### src/rtl/grid_check_pkg.sv
// Shared sizing, types and enums for the grid checker.
// Purely declarative; no logic, no latency.
// No handshake here; the consumers define flow control.
package grid_check_pkg;

    localparam int ORDER  = 3;
    localparam int LENGTH = ORDER * ORDER;
    localparam int AREA   = LENGTH * LENGTH;
    localparam int ADDR_W = $clog2(AREA);
    localparam int IDX_W  = $clog2(LENGTH);
    localparam int BLK_W  = (ORDER > 1) ? $clog2(ORDER) : 1;
    localparam int CNT_W  = $clog2(AREA + 1);

    typedef logic [LENGTH-1:0] value_t;

    typedef enum logic [2:0] {
        ERR_NONE     = 3'd0,
        ERR_ENCODING = 3'd1,
        ERR_ROW      = 3'd2,
        ERR_COL      = 3'd3,
        ERR_BLOCK    = 3'd4
    } err_kind_e;

    typedef enum logic [1:0] {
        ST_IDLE   = 2'd0,
        ST_SCAN   = 2'd1,
        ST_DRAIN  = 2'd2,
        ST_REPORT = 2'd3
    } state_e;

endpackage

### src/rtl/grid_checker_onehot.sv
// One-hot detector for a single grid cell value.
// Latency: combinational.
// Backpressure: none.
// Ports: i_value (cell value), o_is_onehot (exactly one bit set).
module cell_onehot_check
    import grid_check_pkg::*;
(
    input  value_t i_value,
    output logic   o_is_onehot
);

    // Clearing the lowest set bit leaves zero only when a single bit was set.
    assign o_is_onehot = (i_value != '0) && ((i_value & (i_value - value_t'(1))) == '0);

endmodule

### config.mk
export PLATFORM = sky130hd
export DESIGN_NAME = cell_onehot_check
export DESIGN_NICKNAME = d
export VERILOG_FILES = /design/src/rtl/grid_check_pkg.sv /design/src/rtl/grid_checker_onehot.sv
export SDC_FILE = /design/constraint.sdc
export NUM_CORES = 1
export LEC_CHECK = 0
export CAP_MARGIN = 20
export CORE_AREA = 3 3 40 42
export DETAILED_ROUTE_END_ITERATION = 7
export DIE_AREA = 0 0 43 45
export PLACE_DENSITY = 0.3
export SLEW_MARGIN = 20
export SYNTH_ARGS = -nofsm -noshare
export SYNTH_HDL_FRONTEND = slang
export SYNTH_SLANG_ARGS = --single-unit
export TNS_END_PERCENT = 30
### constraint.sdc
create_clock -name vclk -period 2
set_input_delay 0.2 -clock vclk [all_inputs]
set_output_delay 0.2 -clock vclk [all_outputs]
set_load 0.005 [all_outputs]
# Word-level counts from Yosys, hierarchy flattened
# Index checks and enable logic that the tools add are counted.
dict set report totals {
  ff_bits 0
  input_bits 9
  out_inout_bits 1
  word_cells 5
}
dict set report op_classes {
  addsub 1
  bitwise_logic 1
  reduce_logical 3
}
# operator count
set op_table {}
lappend op_table {{AND 9 bit} 1}
lappend op_table {{logical NOT 9 bit} 1}
lappend op_table {{nonzero test 9 bit} 1}
lappend op_table {{subtractor 9 x 1 -> 9 bit (second input constant)} 1}
lappend op_table {{logical AND 1 bit} 1}

# Logic depth before layout (Yosys ltp)
dict set report logic_depth {
  word_depth 4
  ltp_mapped 4
  mapped_depth_nobuf 4
}

# Worst setup path after synthesis
# OpenSTA, ideal clock, no wires.
dict set report synth_path {
  kind {in2out}
  from {input i_value[0]}
  to {output o_is_onehot}
  t_arrival_ns 1.082
  slack_ns 0.718
  cell_stages 4
  path_cell_list {nor4_4 xnor2_1 or3_1 a31oi_1}
}
dict set report synth_between {
  elab_chain_cells 4
  elab_cells_between_ends 5
  cone_classes {add/sub (1); bitwise (1); reduce/logical (3)}
}
# item line
set synth_lines {}
lappend synth_lines {{start: declaration} grid_checker_onehot.sv:8} ;# input value_t i_value,
lappend synth_lines {{subtractor 9 x 1 -> 9 bit} grid_checker_onehot.sv:13} ;# assign o_is_onehot = (i_value != '0) && ((i_value & (i_value - value_t'(1))) == '0);
lappend synth_lines {{AND 9 bit} grid_checker_onehot.sv:13}
lappend synth_lines {{logical NOT 9 bit} grid_checker_onehot.sv:13}
lappend synth_lines {{logical AND 1 bit *} grid_checker_onehot.sv:13}
lappend synth_lines {{end: declaration} grid_checker_onehot.sv:9} ;# output logic o_is_onehot
# Mark *: on every way between the ends. The rest lies on a longest branch, timed or not.

# Final worst setup path
dict set report layout_path {
  from {input i_value[6]}
  to {output o_is_onehot}
}
# The elaborated chain is that of the path after synthesis.

==> reports/qor_table.md <==
| Parameter | This run |
|:---|:---|
| Status | complete, no violations |
| Count of flip-flops and latches | 0 |
| Gate count after technology mapping | 13 |
| Setup crit start kind | input port |
| Mapped Nets | 22 |
| Final estimated routing congestion in global placement | 0.691 |
| Crit Path Class | in2out |
| Crit. End Element | output port |
| Power per unit of standard cell area | 148 nW/µm² |
| Maximum net fanout on the critical path | 3 |
| Slew HR | 0.841 |
| Fill cells | 142 |
| Uppermost layer routed | met3 |
| Cell variety after synth | 11 |
| Netlist area before placement | 104 µm² |
| Area of the multi-input gates | 104 µm² |
| Worst-path cell chain | clkdlybuf4s50_1, nor3_2, xnor2_1, or3_1, a31oi_1, dlygate4sd2_1 |
| Fraction of layout cells with a size suffix above 1 | 0.250 |
| Clock Power Share | 0 |
| Cts-stage hold buffer count | 0 |
| M1 WL | 131 µm |
| Data arrival, critical path | 1650 ps |
| Class of the most critical hold timing path | in2out |
| Number of post-CTS setup repair buffers | 0 |
| Flop pwr share | 0 |
| Chip Height | 45 µm |
| Slew @ Worst Pin | 237 ps |
| Ant diodes | 0 |
| Worst path slowest cell | clkdlybuf4s50_1 |
| Count of unresolved DRC violations after routing | 0 |
| Final setup vio count | 0 |
| Switching power total | 13.9 µW |
| Drt first-iter violations | 1 |
| Remaining global-route overflow | 0 |
| Cell internal power dissipation | 25.2 µW |
| Synth warnings | 0 |
| Tmin final | 1850 ps |
| Final slew viol count | 0 |
| Portion of the post-synthesis area used by sequential elements | 0 |
| Largest stage delay on the critical path | 460 ps |
| First-pass detailed-route iteration total | 2 |
| Layout overhead on the synthesized area | 155% |
| Total Die Area | 1940 µm² |
| NumNets Final | 39 |
| Highest attainable clock frequency | 542 MHz |
| Detailed-route vias per instance | 3.74 |
| Global-route wire length before repair | 641 µm |
| Row count | 13 |
| Pin count of the biggest net entering global routing | 4 |
| Met2 WL post-DR | 242 µm |
| Floorplan core area | 1280 µm² |
| Sw frac | 0.356 |
| Die W | 43 µm |
| GRT Total Usage | 0.0398 |
| Sequential Area | 0 µm² |
| Routed wire length per instance | 9.05 µm |
| Top Ports | 10 |
| Final period utilization | 0.923 |
| Most frequent cells in the layout | 5 x clkdlybuf4s50_1, 5 x buf_4, 3 x dlymetal6s2s_1 |
| Setup repair after global routing missed its margin | false |
| Routed Wire Length | 389 µm |
| Initial antenna violation count | 0 |
| Post-route antenna net violation count | 0 |
| Required time of the critical path | 1800 ps |
| Finished Core Util | 0.206 |
| Total via count in the routed design | 161 |
| Number of hold violations in the final report | 0 |
| Mean Syn Cell Area | 7.99 µm² |
| Gate power share | 1.000 |
| Maximum ir drop on the vdd rail | 0.0230 mV |
| Clock buffer cells | 0 |
| Input/output buffers | 10 |
| Length of routed met3 wiring | 15 µm |
| Number of global-route vias before repair | 164 |
| Total power after layout | 39.2 µW |
| Max_cap viols | 0 |
| Static Leakage | 0.115 nW |
| Initial Utilization | 0.0808 |
[cell usage after synthesis, drive strengths merged]
library cell  instances  area, µm²
xnor2                 1       8.76
a21oi                 1       5.00
nand4b                2       17.5
or3                   1       6.26
nor4                  1       21.3
a31oi                 1       6.26
o22ai                 1       6.26
nor2                  2       7.51
maj3                  1       10.0
nor3                  2       15.0
[cell type report]
cell class                 count  area share
timing repair buffer          15       0.538
tap                           15      0.0708
multi-input combinational     13       0.392
[power groups by stage]
stage,clock network [mW],registers [mW],logic [mW]
after global placement,0,0,0.0400
after CTS,0,0,0.0402
after global routing,0,0,0.0421
after detailed placement,0,0,0.0409
after floorplan,0,0,0.00904
final,0,0,0.0392
[worst max-delay path: cells and delay by family]
family	cells	cell delay, ps
AOI/OAI and AO/OA	1	130
and+or+nand+nor	2	530
xor gates and xnor gates	1	80
buffers and inverters	2	710
[routing by layer]
layer  vias to the layer above  global-route usage
met1                        74              0.0429
met3                         0             0.00398
met4                         0                   0
li1                         84                   -
met2                         3              0.0868
met5                         -                   0
[cell families (layout without fill, tap and decap cells)]
kind of cell | Yosys count | in the layout | synth area share
adders and majority gates | 1 | 1 | 0.0964
buffers and inverters | 0 | 15 | 0
AOI/OAI and AO/OA | 3 | 3 | 0.169
xor gates and xnor gates | 1 | 1 | 0.0844
and+or+nand+nor | 8 | 8 | 0.651
[through the flow]
stage | hold WS, ps | TNS, ps | setup slack [ps] | cells | instance area, µm²
2_1_floorplan | 547 | 0 | 718 | 13 | 104
3_3_place_gp | 1440 | -294 | -294 | 43 | 260
3_5_place_dp | 1450 | -292 | -292 | 43 | 260
4_1_cts | 1190 | 0 | 14.8 | 43 | 258
5_1_grt | 1100 | 0 | 27.1 | 43 | 265
6_report | 1060 | 0 | 155 | 43 | 265
[repair_timing]
item	CTS	global route
pin swaps	1	3
resized for setup	2	3
setup endpoints to repair	1	1
[path summary, 6_finish.rpt]
path / from / to / slack [ps] / cells past startpoint
min: i_value[0] / o_is_onehot / 1060 / 5
max: i_value[6] / o_is_onehot / 150 / 6
Power figures use the tool's default switching activity.
